==> src/rtl/vc_fifo_if.sv <==
// Handshake/data bundle between the VC demux, one per-VC FIFO and the downstream arbiter.
// Purely structural: carries no state and adds no latency.
// The FIFO side (slave) flags full/almost_full upstream so the demux can throttle pushes.
interface vc_fifo_if #(
  parameter int DATA_WIDTH = 6,
  parameter int ADDR_WIDTH = 3
);
  logic                  push;
  logic [DATA_WIDTH-1:0] data_in;
  logic                  pop;
  logic [DATA_WIDTH-1:0] data_out;
  logic                  valid_out;
  logic [ADDR_WIDTH:0]   count;
  logic                  full;
  logic                  empty;
  logic                  almost_full;
  logic                  almost_empty;
  logic                  fifo_error;

  // Producer/consumer side: drives requests, observes data and status.
  modport master (
    output push, data_in, pop,
    input  data_out, valid_out, count, full, empty, almost_full, almost_empty, fifo_error
  );

  // FIFO side.
  modport slave (
    input  push, data_in, pop,
    output data_out, valid_out, count, full, empty, almost_full, almost_empty, fifo_error
  );
endinterface

==> src/rtl/vc_fifo.sv <==
// Per-virtual-channel word buffer sitting behind the VC0/VC1 demux.
// Latency: a popped word appears on data_out one cycle after the pop edge.
// Backpressure: push while full (no concurrent pop) is dropped and sets the sticky fifo_error.
module vc_fifo #(
  parameter int DATA_WIDTH = 6,
  parameter int DEPTH      = 8,
  parameter int ADDR_WIDTH = 3,
  parameter int AF_THRESH  = 6,
  parameter int AE_THRESH  = 2
) (
  input logic     clk,
  input logic     reset,
  vc_fifo_if.slave bus
);

  localparam logic [ADDR_WIDTH:0] DEPTH_C = (ADDR_WIDTH+1)'(DEPTH);
  localparam logic [ADDR_WIDTH:0] AF_C    = (ADDR_WIDTH+1)'(AF_THRESH);
  localparam logic [ADDR_WIDTH:0] AE_C    = (ADDR_WIDTH+1)'(AE_THRESH);

  logic [DATA_WIDTH-1:0] mem_q [DEPTH];

  logic [ADDR_WIDTH-1:0] wr_ptr_q, wr_ptr_d;
  logic [ADDR_WIDTH-1:0] rd_ptr_q, rd_ptr_d;
  logic [ADDR_WIDTH:0]   count_q, count_d;
  logic [DATA_WIDTH-1:0] data_out_q, data_out_d;
  logic                  valid_out_q, valid_out_d;
  logic                  fifo_error_q, fifo_error_d;

  logic pop_acc, push_acc, overflow, underflow;

  // Accept decisions and next-state; a pop frees the slot a same-cycle push needs when full.
  always_comb begin
    pop_acc      = bus.pop && (count_q != '0);
    push_acc     = bus.push && ((count_q != DEPTH_C) || pop_acc);
    overflow     = bus.push && !push_acc;
    underflow    = bus.pop && !pop_acc;

    wr_ptr_d     = wr_ptr_q;
    rd_ptr_d     = rd_ptr_q;
    count_d      = count_q;
    data_out_d   = data_out_q;
    valid_out_d  = pop_acc;
    fifo_error_d = fifo_error_q | overflow | underflow;

    if (push_acc) begin
      wr_ptr_d = wr_ptr_q + 1'b1;
    end
    if (pop_acc) begin
      rd_ptr_d   = rd_ptr_q + 1'b1;
      data_out_d = mem_q[rd_ptr_q];
    end

    case ({push_acc, pop_acc})
      2'b10:   count_d = count_q + 1'b1;
      2'b01:   count_d = count_q - 1'b1;
      default: count_d = count_q;
    endcase
  end

  // Control state; reset discards all stored words immediately.
  always_ff @(posedge clk or posedge reset) begin
    if (reset) begin
      wr_ptr_q     <= '0;
      rd_ptr_q     <= '0;
      count_q      <= '0;
      data_out_q   <= '0;
      valid_out_q  <= 1'b0;
      fifo_error_q <= 1'b0;
    end else begin
      wr_ptr_q     <= wr_ptr_d;
      rd_ptr_q     <= rd_ptr_d;
      count_q      <= count_d;
      data_out_q   <= data_out_d;
      valid_out_q  <= valid_out_d;
      fifo_error_q <= fifo_error_d;
    end
  end

  // Storage array, not reset; writes are blocked while reset is held.
  always_ff @(posedge clk) begin
    if (push_acc && !reset) begin
      mem_q[wr_ptr_q] <= bus.data_in;
    end
  end

  assign bus.data_out     = data_out_q;
  assign bus.valid_out    = valid_out_q;
  assign bus.count        = count_q;
  assign bus.fifo_error   = fifo_error_q;
  assign bus.full         = (count_q == DEPTH_C);
  assign bus.empty        = (count_q == '0);
  assign bus.almost_full  = (count_q >= AF_C);
  assign bus.almost_empty = (count_q <= AE_C);

endmodule

==> src/flat_wrapper.sv <==
// flat-port wrapper written by rule: the top's interface ports become plain ports
module vc_fifo_flat 
#(
  parameter int DATA_WIDTH = 6,
  parameter int DEPTH      = 8,
  parameter int ADDR_WIDTH = 3,
  parameter int AF_THRESH  = 6,
  parameter int AE_THRESH  = 2
)
  (clk, reset, bus_push, bus_data_in, bus_pop, bus_data_out, bus_valid_out, bus_count, bus_full, bus_empty, bus_almost_full, bus_almost_empty, bus_fifo_error);
  vc_fifo_if #(.DATA_WIDTH(DATA_WIDTH), .ADDR_WIDTH(ADDR_WIDTH)) bus_i ();
  input logic clk;
  input logic reset;
  input wire logic [$bits(bus_i.push)-1:0] bus_push;
  input wire logic [$bits(bus_i.data_in)-1:0] bus_data_in;
  input wire logic [$bits(bus_i.pop)-1:0] bus_pop;
  output wire logic [$bits(bus_i.data_out)-1:0] bus_data_out;
  output wire logic [$bits(bus_i.valid_out)-1:0] bus_valid_out;
  output wire logic [$bits(bus_i.count)-1:0] bus_count;
  output wire logic [$bits(bus_i.full)-1:0] bus_full;
  output wire logic [$bits(bus_i.empty)-1:0] bus_empty;
  output wire logic [$bits(bus_i.almost_full)-1:0] bus_almost_full;
  output wire logic [$bits(bus_i.almost_empty)-1:0] bus_almost_empty;
  output wire logic [$bits(bus_i.fifo_error)-1:0] bus_fifo_error;
  assign bus_i.push = bus_push;
  assign bus_i.data_in = bus_data_in;
  assign bus_i.pop = bus_pop;
  assign bus_data_out = bus_i.data_out;
  assign bus_valid_out = bus_i.valid_out;
  assign bus_count = bus_i.count;
  assign bus_full = bus_i.full;
  assign bus_empty = bus_i.empty;
  assign bus_almost_full = bus_i.almost_full;
  assign bus_almost_empty = bus_i.almost_empty;
  assign bus_fifo_error = bus_i.fifo_error;
  vc_fifo #(.DATA_WIDTH(DATA_WIDTH), .DEPTH(DEPTH), .ADDR_WIDTH(ADDR_WIDTH), .AF_THRESH(AF_THRESH), .AE_THRESH(AE_THRESH)) u_core (.clk(clk), .reset(reset), .bus(bus_i));
endmodule
==> config.mk <==
export PLATFORM = sky130hd
export DESIGN_NAME = vc_fifo_flat
export DESIGN_NICKNAME = d
export VERILOG_FILES = /design/src/rtl/vc_fifo_if.sv /design/src/rtl/vc_fifo.sv /design/src/flat_wrapper.sv
export SDC_FILE = /design/constraint.sdc
export NUM_CORES = 1
export LEC_CHECK = 0
export ABC_CLOCK_PERIOD_IN_PS = 4900
export BUFFER_PORTS_ARGS = -buffer_cell sky130_fd_sc_hd__buf_2
export CORE_ASPECT_RATIO = 0.6
export CORE_MARGIN = 2
export CORE_UTILIZATION = 60
export CTS_BUF_LIST = sky130_fd_sc_hd__clkbuf_2 sky130_fd_sc_hd__clkbuf_4 sky130_fd_sc_hd__clkbuf_8
export CTS_CLUSTER_SIZE = 12
export DETAILED_ROUTE_END_ITERATION = 8
export HOLD_SLACK_MARGIN = 0.15
export PLACE_DENSITY = 0.8
export SLEW_MARGIN = 0
export SYNTH_ARGS = -nofsm -noshare
export SYNTH_HDL_FRONTEND = slang
export SYNTH_SLANG_ARGS = --single-unit
export TNS_END_PERCENT = 50
==> constraint.sdc <==
create_clock -name clk -period 4.9 [get_ports clk]
set_input_delay 0.245 -clock clk [delete_from_list [all_inputs] [get_ports clk]]
set_output_delay 0.245 -clock clk [all_outputs]
set_load 0.05 [all_outputs]
==> results of run 1 <==
==> critical path: stages (launching register included) <==
cell	delay [ns]
dfrtp_1	0.42
or3_1	0.64
o21ai_4	0.44
inv_1	0.15
nand2b_1	0.13
inv_1	0.08
ha_1	0.29
a211o_2	0.35
and2_1	0.17
a221o_1	0.33
o221ai_1	0.07
==> report_power, final <==
group	switching [W]	internal, W	total [W]
sequential	0.0000943	0.000708	0.000802
combinational	0.000540	0.000296	0.000836
clock	0.000191	0.000251	0.000442
total	0.000826	0.00125	0.00208
==> cell usage in the layout (no fill, tap or decap), types with 5 or more instances in the layout <==
cell / count
a221o_1: 7
buf_2: 25
clkbuf_8: 13
dfrtp_1: 18
edfxtp_1: 48
inv_1: 7
mux2_2: 13
mux2i_1: 14
nand2_1: 16
nor2_1: 9
o22ai_1: 6
xnor2_1: 5
==> worst paths after layout <==
kind	to	slack (ns)
min reg2reg	u_core.bus.fifo_error	0.47
max reg2reg	u_core.bus.count[3]	1.73
max in group asynchronous	u_core.bus.data_out[5]	3.79
min	u_core.mem_q[3][3]	0.17
min in group asynchronous	u_core.wr_ptr_q[1]	0.63
max	u_core.bus.count[3]	1.73
==> through the flow <==
step | total power [W] | util (%) | hold slack, ns | cell area [um2] | instances
2_1_floorplan | 0.00148 | - | 0.192 | 2870 | 189
3_3_place_gp | 0.00160 | 65.9 | 0.402 | 3020 | 273
3_5_place_dp | 0.00165 | 65.9 | 0.442 | 3020 | 273
4_1_cts | 0.00209 | 70.5 | 0.150 | 3230 | 290
5_1_grt | 0.00218 | 70.5 | 0.165 | 3230 | 290
6_report | 0.00208 | 70.5 | 0.171 | 3230 | 290
==> area by class of cell <==
type | instances | area share [%]
Clock inverter | 1 | 0.232
Tap cell | 63 | 2.44
Clock buffer | 15 | 6.00
Inverter | 7 | 0.812
Timing Repair Buffer | 29 | 4.87
Multi-Input combinational cell | 109 | 27.2
Sequential cell | 66 | 58.5
==> state kept, by name, indices dropped and copies added, names as in the netlist <==
name,cells
u_core.bus.valid_out,1
u_core.mem_q,48
u_core.bus.count,4
u_core.rd_ptr_q,3
u_core.bus.fifo_error,1
u_core.wr_ptr_q,3
u_core.bus.data_out,6
==> logic make-up after synthesis <==
logic type | share of synthesized area (%)
xor gates and xnor gates | 2.14
DFF | 66.0
and+or+nand+nor | 6.24
muxes | 10.5
buffers and inverters | 3.40
AOI/OAI and AO/OA | 9.29
adders and majority gates | 2.44
==> what timing repair did <==
item | in CTS | in global routing
hold buffers | 1 | 0
endpoints found under the hold margin | 18 | 0
endpoints found under the setup margin | 0 | 0
==> per-layer routing <==
layer / share of wire (%) / GRT usage (%)
met3: 6.4 / 10.0
met4: 1.3 / 7.56
met1: 44 / 29.6
met2: 48 / 34.5
met5: 0 / 0
==> metrics, run 1 <==
measured slew at the worst slew-check pin 1.09 ns; Post-synth top flop edfxtp_1; maximum clock rate 316 MHz; Rows 19; Final TNS setup 0 ns; Max Cap Viol 0; Avg Vias per Cell 5.74; register area share after synthesis 66.0%; Post-route DRC 0; Reg2Reg Depth 10; status finished clean; Area Overhead vs Synth 12.8%; CTS tree built; setup ws final 1.73 ns; Syn Inst Count 189; die area 0.00537 mm2; initial antenna violation count 0; HPWL after DPL 3.78 mm; element type at the critical path start flip-flop; core area 0.00459 mm2; GRT Overall Usage 22.6%; worst rel slew slack 26.8%; Lkg Pwr 1.25 nW; Mean Syn Cell Area 15.2 um2; pre-CTS WS 1.76 ns; Total Wirelength 5.47 mm; Detailed Route Iter0 Violations 176; Pwr Density 643 mW/mm2; Multi-input gate area 878 um2; Final period util 64.6%; root buffer cell clkbuf_8; CTS sink count 66; CTS buffer count 9; Required @ worst endpoint 5.15 ns; top-count cell post-synth edfxtp_1; WL/cell 18.9 um; CTS max path bufs 2; H-tree Lvls 3; drt pass-1 iters 4; Yosys top cell area share 50.3%; Crit Path Max Fanout 15; die width 93.3 um; hold_sp bus_data_in[3]; share of post-route cells with drive strength above 1 28.2%; Post-CTS Setup Bufs 0; Fill cells 289; Final setup viols 0; register area 0.00189 mm2; class of the worst hold path in2reg; Slew Limit Fails 0; Post-synth EDFFs 48; grt total ovfl 0; routability cong. 0.864; Ports 26; r2r startpoint u_core.bus.count[0]; Antenna Diode Count 0; Critical Path End Type flip-flop; Synth area leaders edfxtp_1 (50%), dfrtp_1 (16%), mux2_2 (5.1%), mux2i_1 (4.9%), a221o_1 (2.4%); WS Path Type reg2reg; Clk pin slew, worst setup/hold paths 0.07 ns; largest net degree at the start of global routing 27; nets 237; Hold Fails Final Rpt 0; Yosys Warn Count 0; post-route minimum period 3.17 ns; synth cell count leaders edfxtp_1 (48), dfrtp_1 (18), nand2_1 (16); syn_nets 204; FF+latch count, synth 66; RSZ-0062 raised after global routing false; clock latency on the worst-skew pair 0.34 ns; Synth area leader edfxtp_1; clk_skew 0.00709 ns; hold path depth 1; first-pass GRT wire length 8.40 mm; vias in the first global route 1650; arrival time at the worst endpoint 3.42 ns; Mapped Area 0.00287 mm2; Synth cell types 37; peak supply drop 0.000369 V; ANT nets after route 0; post-cts gate resize count 0; CP startpoint u_core.bus.count[0]; DR vias 1664; Die Y 57.6 um; Post-synth ARST share 27.3%; port bufs 25; Starting Density 62.5%
Note: power is estimated with default switching activity, not from simulation.
==> run 2, diff against run 1 <==
- ABC_CLOCK_PERIOD_IN_PS: 4900 -> 2950
- clock period: 4.9 -> 2.95 ns (I/O delays scaled with it)
==> metrics, run 2 (synthesis results as in run 1) <==
nets 249; Detailed Route Iter0 Violations 120; hold_sp bus_pop; initial antenna violation count 0; Avg Vias per Cell 5.70; share of post-route cells with drive strength above 1 29.3%; Hold Fails Final Rpt 0; Worst R2R Setup Slack 0.36 ns; CP startpoint u_core.bus.count[1]; class of the worst hold path in2reg; Lkg Pwr 1.30 nW; routability cong. 0.874; Post-CTS Setup Bufs 0; WL/cell 17.6 um; Seq pwr share 39.0%; Fill cells 296; Crit Path Max Fanout 6; Rows 19; vias in the first global route 1766; Die Y 57.6 um; ANT nets after route 0; post-route minimum period 2.59 ns; slowest cell delay on critical path 0.44 ns; core area 0.00459 mm2; GRT Overall Usage 22.5%; most frequent cells in the layout edfxtp_1 (48), buf_2 (25), dfrtp_1 (18), nand2_1 (16), mux2i_1 (14); Post-route DRC 0; placed cell areas 0.00307 mm2; critical-path cell list or3_1 > o21ai_4 > inv_1 > nand2b_1 > inv_1 > ha_1 > or2_2 > and2_1 > a221o_1 > o221ai_1; grt total ovfl 0; maximum clock rate 386 MHz; drt pass-1 iters 4; die width 93.3 um; RSZ-0062 raised after global routing false; Clk pin slew, worst setup/hold paths 0.07 ns; Area Overhead vs Synth 16.4%; post-cts gate resize count 0; Critical Path End Type flip-flop; die area 0.00537 mm2; DR vias 1720; Max Cap Viol 0; status finished clean; Ports 26; element type at the critical path start flip-flop; clock latency on the worst-skew pair 0.35 ns; design area 0.00334 mm2; Pwr Density 1040 mW/mm2; CTS sink count 66; CP max stage cell dfrtp_1; HPWL after DPL 3.81 mm; final hold slack 0.190 ns; Antenna Diode Count 0; port bufs 25; CTS tree built; root buffer cell clkbuf_8; first-pass GRT wire length 8.51 mm; r2r startpoint u_core.bus.count[1]; max reg flops 48; H-tree Lvls 3; measured slew at the worst slew-check pin 0.664 ns; clk_skew 0.00735 ns; peak supply drop 0.000661 V; cell mode on critical path inv_1; Final setup viols 0; largest net degree at the start of global routing 20; switching pwr 0.00137 W; commonest non-fill, non-tap cell in the layout edfxtp_1; Final TNS setup 0 ns; Total Wirelength 5.32 mm; Power Internal 0.00210 W; CTS buffer count 9; Starting Density 62.5%; Post-CTS Hold Buffers 7; Final period util 87.8%; combinational share of power 39.9%; worst rel slew slack 55.5%; Sw Ratio 39.5%; Slew Limit Fails 0; arrival time at the worst endpoint 2.84 ns; CTS max path bufs 2; WS Path Type reg2reg; Top reg by flops u_core.mem_q; clock power share 21.1%; Required @ worst endpoint 3.20 ns
run 2: cell types whose count changed in the layout (fill, tap and decap cells not counted), sizes merged:
cell	delta
buf	+6
dlygate4sd3	+6
run 2: path summary, 6_finish.rpt:
check,to,cells after the start
max reg2reg,u_core.bus.count[3],10
max in group asynchronous,u_core.bus.data_out[3],4
max,u_core.bus.count[3],10
min in group asynchronous,u_core.wr_ptr_q[1],4
min,u_core.bus.valid_out,3
min reg2reg,u_core.bus.fifo_error,1
run 2: layout make-up:
class,instances,area [um2],area share [%]
clock inverter,1,7.51,0.225
timing repair buffer,41,263,7.87
sequential,66,1890,56.7
inverter,7,26.3,0.787
tap,63,78.8,2.36
clock buffer,15,194,5.81
multi-input combinational,109,878,26.3
run 2: power groups by stage:
stage / Sequential [W] / Combinational, W / Clock, W
3_3_place_gp: 0.00135 / 0.00134 / 0
4_1_cts: 0.00135 / 0.00139 / 0.000741
5_1_grt: 0.00137 / 0.00148 / 0.000786
2_1_floorplan: 0.00158 / 0.000884 / 0
6_report: 0.00135 / 0.00139 / 0.000732
3_5_place_dp: 0.00137 / 0.00138 / 0
run 2: metrics by stage:
stage	utilization, %	setup WS, ns	cells	power [W]
6_report	72.8	0.360	302	0.00347
5_1_grt	72.8	0.256	302	0.00364
4_1_cts	72.8	0.383	302	0.00349
3_5_place_dp	66.9	0.397	279	0.00275
3_3_place_gp	66.9	0.521	279	0.00268
2_1_floorplan	-	0.182	189	0.00246
run 2: layer usage:
| metal | GRT usage [%] | share of wire (%) | up-vias |
|---|---|---|---|
| li1 | - | - | 802 |
| met1 | 30.0 | 44 | 849 |
| met2 | 34.2 | 47 | 58 |
| met3 | 10.0 | 7.9 | 11 |
| met4 | 6.30 | 1.4 | 0 |
| met5 | 0 | 0 | - |
run 2: critical path, delay by kind of cell (launching register included):
family / cells / cell delay, ns
AND/OR/NAND/NOR: 4 / 1.02
AO/OA/AOI/OAI: 3 / 0.56
adder cells (fa/ha/maj): 1 / 0.30
buffers and inverters: 2 / 0.17
flip-flops: 1 / 0.44
==> run 3, diff against run 2 <==
- RECOVER_POWER: not set -> 100
==> metrics, run 3 (synthesis results as in run 1) <==
worst rel slew slack 21.6%; DR vias 1719; Avg Vias per Cell 5.69; CP max stage cell dfrtp_1; Final Power 0.00340 W; die area 0.00537 mm2; GRT Overall Usage 22.5%; root buffer cell clkbuf_8; cell mode on critical path clkbuf_1; Total Wirelength 5.30 mm; clk_skew 0.00638 ns; RSZ-0062 raised after global routing false; Sw Ratio 39.7%; core area 0.00459 mm2; initial antenna violation count 0; element type at the critical path start flip-flop; Post-CTS Hold Buffers 7; measured slew at the worst slew-check pin 1.18 ns; Power Internal 0.00205 W; peak supply drop 0.000648 V; Crit Path Max Fanout 9; post-route minimum period 2.63 ns; Crit path max-delay family buffers and inverters; arrival time at the worst endpoint 2.61 ns; Lkg Pwr 1.19 nW; Starting Density 62.5%; CTS buffer count 9; Detailed Route Iter0 Violations 137; design area 0.00325 mm2; slowest cell delay on critical path 0.44 ns; die width 93.3 um; CTS sink count 66; nets 249; Ports 26; switching pwr 0.00135 W; Final TNS setup 0 ns; Area Overhead vs Synth 13.4%; Clk pin slew, worst setup/hold paths 0.06 ns; ANT nets after route 0; Antenna Diode Count 0; clock power share 21.4%; clock latency on the worst-skew pair 0.34 ns; Post-CTS Setup Bufs 0; placed cell areas 0.00307 mm2; H-tree Lvls 3; Post-route DRC 0; routability cong. 0.874; sum of buffers and inverters on the critical path 2; grt total ovfl 0; Pwr Density 1050 mW/mm2; combinational share of power 38.7%; max reg flops 48; CTS tree built; CTS max path bufs 2; Slew Limit Fails 0; maximum clock rate 380 MHz; Final period util 89.3%; Placed Cells 279; largest net degree at the start of global routing 20; HPWL after DPL 3.81 mm; vias in the first global route 1766; Max Cap Viol 0; Rows 19; WL/cell 17.5 um; status finished clean; final hold slack 0.179 ns; Top reg by flops u_core.mem_q; Seq pwr share 39.9%; WS Path Type reg2reg; most frequent cells in the layout edfxtp_1 (48), clkbuf_1 (32), dfrtp_1 (18), nand2_1 (16), mux2i_1 (14); Hold Fails Final Rpt 0; Final setup viols 0; Post-Layout Cell Count 302; Die Y 57.6 um; critical-path cell list or3_1 > clkbuf_1 > o21ai_0 > nor4b_1 > clkbuf_1; Required @ worst endpoint 2.93 ns; drt pass-1 iters 4; Critical Path End Type flip-flop; class of the worst hold path in2reg; post-cts gate resize count 0; port bufs 25; first-pass GRT wire length 8.51 mm; commonest non-fill, non-tap cell in the layout edfxtp_1; share of post-route cells with drive strength above 1 15.1%
[run 3: layout make-up]
class | instances | area (um2)
Clock buffer | 15 | 194
Clock inverter | 1 | 7.51
Fill cell | 313 | 1340
Inverter | 7 | 26.3
Multi-Input combinational cell | 109 | 852
Sequential cell | 66 | 1890
Tap cell | 63 | 78.8
Timing Repair Buffer | 41 | 200
[run 3: path summary, 6_finish.rpt]
kind                                               end  depth (start not counted)                    from  slack (ns)
worst max-delay path                u_core.mem_q[0][4]                          5     u_core.bus.count[1]        0.32
worst min-delay path              u_core.bus.valid_out                          3                 bus_pop        0.18
worst max register to register      u_core.mem_q[0][4]                          5     u_core.bus.count[1]        0.32
worst min register to register  u_core.bus.data_out[2]                          2  u_core.bus.data_out[2]        0.48
max in group asynchronous       u_core.bus.data_out[3]                          4                   reset        1.58
min in group asynchronous           u_core.wr_ptr_q[1]                          4                   reset        0.72
[run 3: power groups by stage]
| stage | clock network [W] | logic (W) | registers (W) |
|---|---|---|---|
| after floorplan | 0 | 0.000884 | 0.00158 |
| after global placement | 0 | 0.00134 | 0.00135 |
| after detailed placement | 0 | 0.00138 | 0.00137 |
| after CTS | 0.000741 | 0.00139 | 0.00135 |
| after global routing | 0.000786 | 0.00142 | 0.00138 |
| final | 0.000727 | 0.00132 | 0.00136 |
[run 3: metal layers]
layer | up-vias | routed length [um] | global-route usage (%)
li1 | 805 | - | -
met3 | 10 | 319 | 10.0
met4 | 0 | 83 | 6.30
met2 | 56 | 2530 | 34.2
met1 | 848 | 2370 | 30.0
met5 | - | 0 | 0
[run 3: worst reg2reg max path, stage by stage (launching register included)]
cell and delay (ns):
dfrtp_1 0.44, or3_1 0.21, clkbuf_1 0.42, o21ai_0 0.43, nor4b_1 0.35, clkbuf_1 0.43
[run 3: per-stage QoR]
| stage | setup slack, ns | utilization, % |
|---|---|---|
| 6_report | 0.317 | 70.8 |
| 5_1_grt | 0.188 | 70.8 |
| 4_1_cts | 0.383 | 72.8 |
| 3_5_place_dp | 0.397 | 66.9 |
| 3_3_place_gp | 0.521 | 66.9 |
| 2_1_floorplan | 0.182 | - |
